<file path="src/rtl/exalu_issue.sv">
// Issue, operand and writeback controller for the 256-bit extended ALU.
// Holds the xr0-xr7 register file and sequences the multi-cycle AES write-enable protocol.
module exalu_issue #(
    parameter int TIMEOUT = 64
) (
    input  logic         clock,
    input  logic         reset_n,
    input  logic         issue_valid,
    output logic         issue_ready,
    input  logic [2:0]   issue_op,
    input  logic [4:0]   issue_rd,
    input  logic [2:0]   issue_rs1,
    input  logic [2:0]   issue_rs2,
    input  logic         issue_use_scalar,
    input  logic [31:0]  issue_scalar,
    output logic         alu_we,
    output logic [2:0]   alu_control,
    output logic [255:0] alu_d1,
    output logic [255:0] alu_d2,
    input  logic [255:0] alu_out,
    input  logic         alu_busy,
    output logic         scalar_wb_valid,
    output logic [4:0]   scalar_wb_rd,
    output logic [31:0]  scalar_wb_data,
    output logic         done,
    output logic         err
);

    localparam int CW = $clog2(TIMEOUT + 1);

    typedef enum logic [2:0] {IDLE, EXEC, LAUNCH, WAIT, FIN, WB, ERR} stateType;

    stateType       state;
    stateType       nextState;
    logic [2:0]     opReg;
    logic [4:0]     rdReg;
    logic [255:0]   result;
    logic [255:0]   xr [8];
    logic [CW-1:0]  waitCnt;
    logic [CW-1:0]  waitNext;
    logic           transfer;
    logic           captureResult;
    logic           clearCnt;
    logic           incCnt;
    logic           xrWrite;
    logic           scalarOp;
    logic           aesIssue;

    assign scalarOp       = (opReg == 3'd3) || (opReg == 3'd6);
    assign aesIssue       = (issue_op == 3'd1) || (issue_op == 3'd2);
    assign waitNext       = waitCnt + CW'(1);
    assign scalar_wb_rd   = rdReg;
    assign scalar_wb_data = result[31:0];

    always_ff @(posedge clock or negedge reset_n) begin
        if (!reset_n) begin
            state <= IDLE;
        end else begin
            state <= nextState;
        end
    end

    // Operands are latched at issue, so a destination equal to a source
    // still sees the old value; the register file only changes in WB.
    always_ff @(posedge clock or negedge reset_n) begin
        if (!reset_n) begin
            opReg   <= 3'd0;
            rdReg   <= 5'd0;
            alu_d1  <= '0;
            alu_d2  <= '0;
            result  <= '0;
            waitCnt <= '0;
            for (int i = 0; i < 8; i++) begin
                xr[i] <= '0;
            end
        end else begin
            if (transfer) begin
                opReg  <= issue_op;
                rdReg  <= issue_rd;
                alu_d1 <= xr[issue_rs1];
                alu_d2 <= issue_use_scalar ? {224'b0, issue_scalar} : xr[issue_rs2];
            end
            if (captureResult) begin
                result <= alu_out;
            end
            if (clearCnt) begin
                waitCnt <= '0;
            end else if (incCnt) begin
                waitCnt <= waitNext;
            end
            if (xrWrite) begin
                xr[rdReg[2:0]] <= result;
            end
        end
    end

    always_comb begin
        nextState       = state;
        issue_ready     = 1'b0;
        alu_we          = 1'b0;
        alu_control     = opReg;
        scalar_wb_valid = 1'b0;
        done            = 1'b0;
        err             = 1'b0;
        transfer        = 1'b0;
        captureResult   = 1'b0;
        clearCnt        = 1'b0;
        incCnt          = 1'b0;
        xrWrite         = 1'b0;
        case (state)
            IDLE: begin
                issue_ready = 1'b1;
                alu_control = 3'd0;
                if (issue_valid) begin
                    transfer  = 1'b1;
                    nextState = aesIssue ? LAUNCH : EXEC;
                end
            end
            EXEC: begin
                captureResult = 1'b1;
                nextState     = WB;
            end
            LAUNCH: begin
                alu_we    = 1'b1;
                clearCnt  = 1'b1;
                nextState = WAIT;
            end
            // alu_we stays high throughout so the engine is never relaunched mid-run.
            WAIT: begin
                alu_we = 1'b1;
                if (!alu_busy) begin
                    nextState = FIN;
                end else begin
                    incCnt = 1'b1;
                    if (waitNext == CW'(TIMEOUT)) begin
                        nextState = ERR;
                    end
                end
            end
            FIN: begin
                alu_we        = 1'b1;
                captureResult = 1'b1;
                nextState     = WB;
            end
            WB: begin
                done = 1'b1;
                if (scalarOp) begin
                    scalar_wb_valid = 1'b1;
                end else begin
                    xrWrite = 1'b1;
                end
                nextState = IDLE;
            end
            ERR: begin
                err       = 1'b1;
                nextState = ERR;
            end
            default: begin
                nextState = IDLE;
            end
        endcase
    end

endmodule
</file>
<file path="config.mk">
export PLATFORM = sky130hd
export DESIGN_NAME = exalu_issue
export DESIGN_NICKNAME = d
export VERILOG_FILES = /design/src/rtl/exalu_issue.sv
export SDC_FILE = /design/constraint.sdc
export NUM_CORES = 2
export LEC_CHECK = 0
export BUFFER_PORTS_ARGS = -buffer_cell sky130_fd_sc_hd__buf_4
export CAP_MARGIN = 10
export CORE_MARGIN = 2
export CORE_UTILIZATION = 55
export CTS_CLUSTER_SIZE = 8
export DETAILED_ROUTE_END_ITERATION = 8
export GPL_ROUTABILITY_DRIVEN = 0
export PLACE_DENSITY = 0.82
export SLEW_MARGIN = 5
export SYNTH_ARGS = -nofsm -noshare
export SYNTH_HDL_FRONTEND = slang
export SYNTH_SLANG_ARGS = --single-unit
</file>
<file path="constraint.sdc">
create_clock -name clock -period 2.4 [get_ports clock]
set_clock_uncertainty 0.15 [all_clocks]
set_input_delay 0.24 -clock clock [delete_from_list [all_inputs] [get_ports clock]]
set_output_delay 0.24 -clock clock [all_outputs]
set_load 0.02 [all_outputs]
</file>
### Word level (Yosys, flattened, before mapping)

Cells that the tools add are included.

* bits in registers: 2834
* latch bits: 0
* bits in writable memories: 0
* memory bits (read-only): 0
* bits of input ports: 307
* output and inout bits: 557
* logic and storage cells: 76
* memories: 0

* add/subtract/negate cells: 1
* multiply operators: 0
* div/mod/pow operators: 0
* magnitude comparators: 4
* eq/ne operators: 13
* shift operators: 0
* mux-type cells: 32
* bitwise operators: 3
* reductions and logical operators: 8

Operator list (count)
* $bwmux 2048: 1
* $bmux 256 s3: 2
* $mux 256: 6
* $demux 256 s3: 1
* $pmux 3 s5: 1
* $mux 1: 14
* $mux 7: 2
* $eq 3x2->1 const B: 4
* $eq 3x3->1 const B: 4
* $ge 4x4->1 const B: 3
* $mux 3: 4
* $not 3->4: 3
* $add 7x1->7 const B: 1
* $eq 7x7->1 const B: 1
* $eq 3x1->1 const B: 2
* $lt 4x1->1 const B: 1
* $logic_not 3->1: 1
* $ne 3x3->1 const B: 1
* $reduce_or 3->1: 1
* $logic_or 1x1->1: 2
* $mux 2: 1
* $ne 2x2->1 const B: 1
* $reduce_and 2->1: 1
* $reduce_bool 2->1: 1
* other kinds (2): 2

### Logic depth before layout (Yosys ltp)

* depth in word-level cells: 6
* mapped depth: 8
* depth with buffers taken out: 5

### Least setup slack after synthesis

No wires, ideal clock.

* path type: reg-to-reg
* start: reg state[0]
* end: reg xr[1807] in the netlist's numbering
* setup time: 0.125 ns
* arrival: 2.015 ns
* data required time: 2.125 ns
* slack: 0.111 ns
* stages on the path, launching flop included: 8
* buffers on the path: 3
* clock period less this slack: 2.289 ns
* cell sequence: dfrtp_1 -> buf_2 -> nand3b_2 -> or4_1 -> nor2_1 -> clkbuf_1 -> buf_2 -> mux2_2

* cells in the longest elaborated chain, start to end: 2

Ends and longest elaborated chain
* start: declaration: RTL line 33 `stateType state;`
* start signal: assignment: RTL line 59 `state <= nextState;`
* $eq 3x3->1: RTL line 110 `case (state)`
* $mux 1: RTL line 110
* end signal: indexed assignment: RTL line 92 `xr[rdReg[2:0]] <= result;`
* end: declaration: RTL line 38 `logic [255:0] xr [8];`

Every way passes these cells.
A chain may end at the register's enable or synchronous reset.

### Worst setup path after layout

* start: reg state[1]
* end: out issue_ready

* cells in the longest elaborated chain, start to end: 2

Ends and longest elaborated chain
* $logic_not 3->1: RTL line 110
* $mux 1: RTL line 110
* end: declaration: RTL line 9 `output logic issue_ready,`

Every way passes these cells.

==> impl_metrics.toml <==
[run_status]
status = "complete, but fails checks"
failed_checks = "setup timing"

[floorplanning]
io_pins = 864
core_sq_um = 241000
start_util = 0.555
die_w_um = 497
die_area_sq_um = 247000
num_rows = 180
dieHeight_um = 497

[logic_synthesis]
netlist_area_sq_um = 134000
synth_compound_area_frac = 0.0216
synth_ff_type = "dfrtp_1"
synth_top_family_by_area = "multiplexers"
yosysWarnings = 0
synth.net_count = 8844
synth_cell_types = 41
seq_area_frac_synth = 0.531
syn_inst = 8535
ys_ff_latch = 2834
synthSimpleGateAreaFrac = 0.0176
synthArstFlopShare = 1.00
synth_fa_ha_area_frac = 0.000187
synth-edff-count = 0
synth-xor-area-share = 0.000328
syn_area_per_cell_sq_um = 15.7
muxShareOfSynthArea = 0.405

[clock_network]
clockBufferDepth = 4
cts_tree = "built"
cts_sinks = 2834
path_clk_slew_ns = 0.06
htree_levels = 5
cts_root_buf = "clkbuf_16"
clkLatencyLatePin_ns = 0.99
numCtsBuffers = 406

[global_route]
antenna_found_initial = 36
grt_most_used_layer = "met2"
grtUsageMet3 = 0.0865
gr-usage-all-layers = 0.345
use_met1 = 0.430
grt_pass1_wl_mm = 646
grt_pass1_vias = 100000
global_route.usage.met2 = 0.551
grt.overflow.total = 0
grt_max_degree = 141

[finish]
n_fill_cell = 13200
areaGrowthSynthToFinish_pct = 28.7
seq_area_sq_um = 70900
final_nets = 10900
drive_gt1_frac = 0.513
multi_input_area_sq_um = 61500

[placed_design]
hpwl_mm = 252
pre_cts_slack_ns = -0.102
portBuffers = 863

[drt]
avgRoutedWirePerCell_um = 34.1
via_per_inst = 6.96
wirelength_mm = 470
drtIter0Drc = 11500
drc_errors = 0
dr.pass1.iters = 8
vias = 95900
antenna_left = 0

[sta]
rsz0062_at_grt = "yes"
worst_pin_slew_ns = 1.04
slew_violations = 0
setup_violations = 1947
fmaxAchievable_mhz = 363
hold_viol_final = 0
period_minus_slack_ns = 2.76
timing.final.ws_setup_ns = -0.359
period_share = 1.15
maxSlewHeadroom = 0.288

[worst_setup_path]
cp.arrival_ns = 2.37
start_kind = "flip-flop"
path_max_fanout = 3
cp-end-kind = "output port"
worstPathRequired_ns = 2.01
critical_path_class = "flip-flop to output port"

[hold_path]
worstHoldPathType = "input port to flip-flop"

[power]
power.density_nw_per_um2 = 1350
finalPower_w = 0.232
ir_drop_mv = 1.16
p_leak_nw = 77.0

[run]
max_cap_viol_count = 0
-- metal layers --
layer / vias up / routed length (um)
met5: - / 184
met2: 7475 / 219000
met1: 50000 / 162000
met3: 2181 / 51700
met4: 26 / 36900
li1: 36200 / -
-- worst paths after layout --
path / from / slack (ns) / end / cells after the start
max reg2reg: state[1]$_DFFE_PN0P_ / -0.28 / alu_d1[113]$_DFFE_PN0P_ / 10
min: issue_rs1[0] / 0.09 / alu_d1[129]$_DFFE_PN0P_ / 5
max in group asynchronous: reset_n / 0.63 / result[93]$_DFFE_PN0P_ / 5
max: state[1]$_DFFE_PN0P_ / -0.36 / issue_ready / 6
min reg2reg: alu_d2[127]$_DFFE_PN0P_ / 0.33 / alu_d2[127]$_DFFE_PN0P_ / 2
min in group asynchronous: reset_n / 0.58 / xr[1939]$_DFFE_PN0P_ / 4
-- logic make-up (layout without fill, tap and decap cells) --
logic type      Yosys count  after routing
flops                  2834           2834
xor+xnor                  5              5
simple gates            585            586
compound gates          566            566
mux                    3841           3841
other cells               0             13
fa+ha+maj                 2              2
buf+inv                 702           2745
-- cells in the final DEF, fill, tap and decap left out, types with 43 or more instances in the layout --
cell type and instances:
a21oi_1 285, buf_12 272, buf_16 69, buf_4 1252
buf_6 43, clkbuf_16 473, dfrtp_1 2834, dlygate4sd3_1 589
mux2_1 100, mux2_2 1750, mux2_4 455, mux2i_1 512
mux4_2 1024, nand2_1 248, nor2_1 275, o21ai_0 196
o21ai_1 43
-- final cells by class --
type,count,share of cell area
Sequential cell,2834,0.412
Inverter,5,0.000182
Clock buffer,412,0.0597
Timing Repair Buffer,2313,0.146
Multi-Input combinational cell,5000,0.357
Tap cell,3185,0.0232
Antenna cell,13,0.000189
Clock inverter,15,0.00112
-- cell usage after synthesis, types with 4 or more instances --
library cell	count	area, sq um
dfrtp_1	2834	70900
mux2_2	2205	24800
mux4_2	1024	23100
mux2i_1	512	5120
clkbuf_1	311	1170
a21oi_1	290	1450
nor2_1	282	1060
buf_2	252	1260
nand2_1	252	946
o21ai_0	251	1260
mux2_1	100	1130
buf_1	74	278
buf_4	34	255
buf_6	26	293
and3_1	19	119
o22ai_1	13	81.3
and2_1	5	31.3
inv_1	5	18.8
nand3_1	5	25.0
nand2b_1	4	25.0
-- state kept, by name (all words and copies together), names as in the netlist --
name          flops
xr             2048
alu_d2          256
scalar_wb_rd      5
state             3
alu_d1          256
opReg             3
result          256
waitCnt           7
-- worst max-delay path: stages, from the launching register on --
cell	delay, ns
dfrtp_1	0.40
buf_6	0.13
or3_4	0.38
buf_4	0.15
buf_6	0.12
inv_8	0.11
buf_6	0.13
-- power by group --
group / internal (W) / switching (W)
logic: 0.0483 / 0.0391
registers: 0.0695 / 0.0251
clock network: 0.0299 / 0.0206
-- what timing repair did --
action / 4_1_cts / 5_1_grt
pin swaps: 10 / 16
endpoints found under the setup margin: 708 / 1200
cloned: 31 / 75
resized for setup: 152 / 644
hold buffers: 590 / 0
buffers inserted: 61 / 60
endpoints found under the hold margin: 3450 / 0
-- per-stage QoR --
stage / setup TNS, ns / area (sq um) / utilization / instances / hold WS (ns)
6_report: -147.66 / 172000 / 0.714 / 13800 / 0.0862
3_5_place_dp: -20.01 / 149000 / 0.618 / 12500 / 0.0692
2_1_floorplan: 0 / 134000 / - / 8535 / -0.206
4_1_cts: -5.90 / 168000 / 0.695 / 13600 / 0.0000349
5_1_grt: -216.82 / 172000 / 0.714 / 13800 / 0.0524
3_3_place_gp: -11.00 / 149000 / 0.618 / 12500 / 0.0630
Power figures use the tool's default switching activity.
